==> config.mk <==
export PLATFORM = sky130hd
export DESIGN_NAME = nibbler_control
export DESIGN_NICKNAME = d
export VERILOG_FILES = /design/src/rtl/nibbler_control.sv
export SDC_FILE = /design/constraint.sdc
export NUM_CORES = 1
export LEC_CHECK = 0
export ABC_AREA = 0
export CAP_MARGIN = 10
export CORE_MARGIN = 2
export CORE_UTILIZATION = 40
export DETAILED_ROUTE_END_ITERATION = 8
export PLACE_DENSITY_LB_ADDON = 0.3
export REMOVE_ABC_BUFFERS = 1
export SLEW_MARGIN = 20
export SYNTH_ARGS = -nofsm -noshare
export SYNTH_HDL_FRONTEND = slang
export SYNTH_SLANG_ARGS = --single-unit
==> constraint.sdc <==
create_clock -name clk -period 2.9 [get_ports clk]
set_input_delay 0.58 -clock clk [delete_from_list [all_inputs] [get_ports clk]]
set_output_delay 0.58 -clock clk [all_outputs]
set_load 0.005 [all_outputs]
==> src/rtl/nibbler_control.sv <==
// rtl/nibbler_control.sv - Nibbler CPU control unit: fetch/exec/halt sequencer, instruction register, flags and strobe decode.
module nibbler_control (
    input  logic       clk,
    input  logic       reset,
    input  logic [7:0] instr,
    input  logic [4:0] alu_result,
    output logic [7:0] ir,
    output logic       notLoadA,
    output logic       notIncPC,
    output logic       notLoadPC,
    output logic       notLoadOut,
    output logic       carry_flag,
    output logic       zero_flag,
    output logic [1:0] phase
);

    typedef enum logic [1:0] {
        FETCH = 2'b00,
        EXEC  = 2'b01,
        HALT  = 2'b10
    } state_t;

    localparam logic [3:0] OP_ADDI  = 4'h0;
    localparam logic [3:0] OP_SUBI  = 4'h1;
    localparam logic [3:0] OP_NANDI = 4'h2;
    localparam logic [3:0] OP_LDI   = 4'h3;
    localparam logic [3:0] OP_OUT   = 4'h4;
    localparam logic [3:0] OP_JC    = 4'h5;
    localparam logic [3:0] OP_JNC   = 4'h6;
    localparam logic [3:0] OP_JZ    = 4'h7;
    localparam logic [3:0] OP_JNZ   = 4'h8;
    localparam logic [3:0] OP_JMP   = 4'h9;
    localparam logic [3:0] OP_HLT   = 4'hF;

    state_t     state;
    logic [3:0] opcode;

    assign opcode = ir[7:4];
    assign phase  = state;

    always_ff @(posedge clk or posedge reset) begin
        if (reset) begin
            state      <= FETCH;
            ir         <= 8'h00;
            carry_flag <= 1'b0;
            zero_flag  <= 1'b0;
        end else begin
            case (state)
                FETCH: begin
                    ir    <= instr;
                    state <= EXEC;
                end
                EXEC: begin
                    state <= (opcode == OP_HLT) ? HALT : FETCH;
                    case (opcode)
                        OP_ADDI, OP_SUBI, OP_NANDI: begin
                            carry_flag <= alu_result[4];
                            zero_flag  <= (alu_result[3:0] == 4'h0);
                        end
                        OP_LDI: zero_flag <= (alu_result[3:0] == 4'h0);
                        default: ;
                    endcase
                end
                HALT:    state <= HALT;
                default: state <= FETCH;
            endcase
        end
    end

    // Strobes decode straight from ir and flags so an async reset (state -> FETCH) releases them at once.
    always_comb begin
        notLoadA   = 1'b1;
        notIncPC   = 1'b1;
        notLoadPC  = 1'b1;
        notLoadOut = 1'b1;
        if (state == EXEC) begin
            case (opcode)
                OP_ADDI, OP_SUBI, OP_NANDI, OP_LDI: begin
                    notLoadA = 1'b0;
                    notIncPC = 1'b0;
                end
                OP_OUT: begin
                    notLoadOut = 1'b0;
                    notIncPC   = 1'b0;
                end
                OP_JC:  begin notLoadPC = ~carry_flag; notIncPC =  carry_flag; end
                OP_JNC: begin notLoadPC =  carry_flag; notIncPC = ~carry_flag; end
                OP_JZ:  begin notLoadPC = ~zero_flag;  notIncPC =  zero_flag;  end
                OP_JNZ: begin notLoadPC =  zero_flag;  notIncPC = ~zero_flag;  end
                OP_JMP: notLoadPC = 1'b0;
                OP_HLT: ;
                default: notIncPC = 1'b0;
            endcase
        end
    end

endmodule

==> run metrics, run 1 <==
status=completed; gr usage total=between 15 and 20%; Slew Limit Headroom=a little over half; CTS tree=built; Mapped Cells=51; initial antenna violation count=0; worst-skew pair later-pin latency=0.26 ns; global-route wire length before repair=roughly 2.0 mm; CTS buffer count=3; max_cap viols=0; leakage=roughly 0.38 nW; Layout area overhead=55.3%; cts repair resizes=0; multi-input logic area=between 200 and 300 µm²; crit-path cells=inv_1 > o32ai_1 > a211o_1 > clkdlybuf4s50_1; Hold-fix buffers, CTS=0; TritonCTS sink count=12; register area=approximately 300 µm²; unrepaired setup endpoints after global routing=no; Antenna Cells=0; min Tclk post-route=2.48 ns; Final Slew Violations=0; share of cells above drive strength 1=approximately 16%; DIE WIDTH=roughly 43 µm; Final period util=a little under nine tenths; Achievable Freq=403 MHz; Worst Setup Path Type=reg -> out; Min-Delay Path Class=reg -> reg; Routed Antenna Nets=0; Post-Syn Area=~600 µm²; WP data required=between 2 and 2.5 ns; Worst-path clk slew=0.06 ns; Filler cells=between 100 and 150; Setup Buffers After CTS=0; CP arrival=1.90 ns; number of global-route vias before repair=507; H-tree levels=1; Distinct cells, synth=25; via/cell ratio=approximately 5.3; DRC Markers=0; fin nets=slightly below 100; CP max stage delay=~0.49 ns; row count=13; Core ar.=1350 µm²; Synth Warn #=0; pwr dens=1050 nW/µm²; Initial Util=~44%; Setup crit start kind=flop; clk root buf=clkbuf_4; worst-path fanout max=8; Top-Level Pins=31; via count=just over 500; number of port buffers=30; Tightest Pin Transition=0.717 ns; flops & latches, synth=12; critical path endpoint category=primary output; setup tns final=0 ns; GP Congestion=0.868; Hold Violations, Final=0; Die ar.=1820 µm²; CP max-delay cell=dfrtp_1; Post-Route WL=1.22 mm; endpoints failing setup=0; DRT Pass-1 Iters=2; largest net degree at the start of global routing=13; GRT Residual Overflow=0; worst vdd ir=between 600 and 700 µV; drt initial violations=3; Tot Pwr=about 1 mW; register area share after synthesis=about 50%; clk_skew=approximately 0.0045 ns; chip height=roughly 43 µm; Clock Path Buffers=2; WL per Instance=between 10 and 15 µm; Syn Area/Cell=between 10 and 15 µm²
## worst max-delay path, delay by kind of cell, from the launching register on
kind	cells	cell delay, ns
buffers and inverters	2	0.61
DFF	1	0.49
AOI/OAI and AO/OA	2	0.55
## synth_stat cells
cell type | number | area [µm²]
dfrtp_1 | 12 | 300
mux2_2 | 6 | 67.6
nor2b_1 | 4 | 25.0
inv_1 | 3 | 11.3
nand2_1 | 3 | 11.3
o21ai_0 | 3 | 15.0
buf_2 | 2 | 10.0
a2111oi_0 | 1 | 8.76
a2111oi_2 | 1 | 15.0
a211o_1 | 1 | 8.76
a21oi_1 | 1 | 5.00
a31o_1 | 1 | 8.76
mux2_1 | 1 | 11.3
mux2_4 | 1 | 15.0
nand2b_1 | 1 | 6.26
nand2b_4 | 1 | 13.8
nand3_1 | 1 | 5.00
nand3b_1 | 1 | 7.51
nand4_1 | 1 | 6.26
nor2_1 | 1 | 3.75
nor4_1 | 1 | 6.26
nor4b_1 | 1 | 8.76
o32ai_1 | 1 | 8.76
or3_4 | 1 | 11.3
xnor2_1 | 1 | 8.76
## cells by family after synthesis
group	after synthesis	share of synthesized area [%]
multiplexers	8	15.7
flip-flops	12	50.1
buffers and inverters	5	3.55
AO/OA/AOI/OAI	9	11.7
AND/OR/NAND/NOR	16	17.5
XOR/XNOR	1	1.46
## state kept, by name, summed over array words and instances, names as in the netlist
signal      cells
phase           2
zero_flag       1
ir              8
carry_flag      1
## placed cells by master, fill, tap and decap left out, types with 3 or more instances in the layout
cell             count
clkdlybuf4s50_1     30
dfrtp_1             12
mux2_2               6
nor2b_1              4
inv_1                3
nand2_1              3
o21ai_0              3
clkbuf_4             3
## per-stage QoR
stage	std cells	hold slack [ns]	instance area, µm²	util, %	setup WS [ns]
6_report	97	0.504	931	69.0	0.417
5_1_grt	97	0.529	931	69.0	0.297
4_1_cts	97	0.509	931	69.0	0.404
3_5_place_dp	94	0.496	908	67.3	0.707
3_3_place_gp	94	0.490	908	67.3	0.787
2_1_floorplan	49	0.445	589	-	1.29
## cell type report
cell class / count / share of cell area (%)
clock buffers: 3 / 2.42
inverters: 3 / 1.21
multi-input cells: 34 / 29.8
flip-flops and latches: 12 / 32.3
well taps: 15 / 2.02
repair buffers: 30 / 32.3
## per-layer routing
layer,vias up,share of wire (%),GRT usage [%]
met5,-,0,0
met1,244,43,17.7
met3,2,7.5,4.26
met2,22,49,24.8
li1,246,-,-
met4,0,0.82,11.3
## report_power, final
part           internal (mW)  total, mW  switching [mW]
sequential             0.248      0.356           0.107
clock                 0.0479     0.0951          0.0473
combinational          0.352      0.527           0.174
## worst paths after layout
kind / from / endpoint / slack, ns / cells after the start
max: ir[5] / notIncPC / 0.42 / 4
max reg2reg: phase[0] / ir[3] / 1.35 / 2
min in group asynchronous: reset / ir[1] / 0.62 / 2
min: ir[3] / ir[3] / 0.50 / 1
max in group asynchronous: reset / ir[6] / 1.98 / 2
min reg2reg: ir[3] / ir[3] / 0.50 / 1
(Power assumes the default switching activity.)
==> run 2: changes to the inputs <==
Settings changed: PLACE_DENSITY set to 0.87, PLACE_DENSITY_LB_ADDON 0.3 to unset, SLEW_MARGIN 20 to 0.
Clock period 2.9 ns to 3 ns, I/O delays scaled along.
==> run 2 against run 1 <==
Effect of this change: clock-buffer cell count is the same; worst hold slack gained 0.00051 ns; routed wire length grew 3.9%; largest cell class unchanged; highest routed layer unchanged.
==> run metrics, run 2 (synthesized netlist as in run 1, its figures left out) <==
max_cap viols=0; Cell Count, Final, Fillers Out=97; via count=about 500; CP arrival=slightly below 2 ns; min Tclk post-route=around 2.5 ns; CP max stage delay=about 0.50 ns; DRC Markers=0; CP top delay family=buffers and inverters; Min-Delay Path Class=reg -> reg; worst vdd ir=approximately 600 µV; chip height=about 43 µm; setup tns final=0 ns; Initial Util=44.4%; Filler cells=approximately 100; WP data required=around 2.4 ns; share of cells above drive strength 1=around 16%; most common cell after layout, fill and taps aside=clkdlybuf4s50_1; GP Congestion=roughly 0.9; DP Wirelength=981 µm; pre-CTS setup slack=between 0.7 and 0.8 ns; Layout area overhead=55.3%; number of global-route vias before repair=just over 500; Worst Setup Path Type=reg -> out; most frequent cells in the layout=clkdlybuf4s50_1 (30), dfrtp_1 (12), mux2_2 (6), nor2b_1 (4); worst-path fanout max=8; Clock Path Buffers=2; Worst-path clk slew=approximately 0.070 ns; clk root buf=clkbuf_4; max reg flops=8; Tot Pwr=roughly 0.95 mW; grt met1 use=between 10% and 20%; PnR worst setup slack=between 0.4 and 0.5 ns; initial antenna violation count=0; worst-skew pair later-pin latency=approximately 0.26 ns; Hold Violations, Final=0; Hold-fix buffers, CTS=0; Core ar.=1350 µm²; DRT Pass-1 Iters=4; drt initial violations=9; Setup crit start kind=flop; gr busiest metal=met2; met2 usage=between 20 and 30%; unrepaired setup endpoints after global routing=no; fin nets=approximately 100; Post-Route WL=1.27 mm; Antenna Cells=0; CTS buffer count=3; via/cell ratio=about 5.2; Cell Area, Placed=around 910 µm²; TritonCTS sink count=12; Top-Level Pins=31; final instance area=a little over 900 µm²; largest net degree at the start of global routing=13; Tightest Pin Transition=about 0.71 ns; crit path buf inv count=2; GRT Residual Overflow=0; pwr dens=around 1000 nW/µm²; CP max-delay cell=dfrtp_1; DIE WIDTH=42.7 µm; CTS tree=built; endpoints failing setup=0; largest reg by FF count=ir; Final period util=a little over four fifths; Die ar.=about 1800 µm²; H-tree levels=1; cts repair resizes=0; Final Slew Violations=0; Routed Antenna Nets=0; Achievable Freq=about 390 MHz; clk_skew=approximately 0.0035 ns; Placed Instances=94; Slew Limit Headroom=around 53%; Global Route met3 Usage=3.83%; number of port buffers=30; crit-path cells=inv_1 > o32ai_1 > a211o_1 > clkdlybuf4s50_1; gr usage total=between 10% and 20%; global-route wire length before repair=about 2.1 mm; critical path endpoint category=primary output; row count=13; setup slack, reg-to-reg=approximately 1.5 ns; status=completed; Setup Buffers After CTS=0; leakage=0.376 nW; WL per Instance=13.1 µm
run 2: cell counts in the layout (fill, tap and decap cells not counted):
Identical to the previous run, type by type.
run 2: area by class of cell:
type / count / area (µm²) / share of cell area [%]
Clock buffer: 3 / 22.5 / 2.42
Multi-Input combinational cell: 34 / 278 / 29.8
Sequential cell: 12 / 300 / 32.3
Inverter: 3 / 11.3 / 1.21
Timing Repair Buffer: 30 / 300 / 32.3
Tap cell: 15 / 18.8 / 2.02
run 2: path summary, 6_finish.rpt:
kind | start | to | cells after the start
max | ir[5] | notIncPC | 4
max in group asynchronous | reset | zero_flag | 2
min in group asynchronous | reset | ir[3] | 2
min | ir[0] | ir[0] | 1
max reg2reg | phase[0] | ir[0] | 2
min reg2reg | ir[0] | ir[0] | 1
run 2: worst register-to-register path: cells and delay by family (launching register included):
kind          cells  cell delay, ns
flops             1            0.44
mux               1            0.41
simple gates      1            0.58
run 2: power breakdown:
group,internal [mW],switching [mW]
Combinational,0.341,0.169
Sequential,0.240,0.105
Clock,0.0463,0.0485
run 2: layer usage:
layer	vias to the layer above	wire length, µm
li1	246	-
met1	234	539
met2	22	597
met3	2	123
met4	0	7
met5	-	0
run 2: through the flow:
stage	util, %	hold WS [ns]
2_1_floorplan	-	0.465
3_3_place_gp	67.3	0.491
3_5_place_dp	67.3	0.494
4_1_cts	69.0	0.510
5_1_grt	69.0	0.539
6_report	69.0	0.505
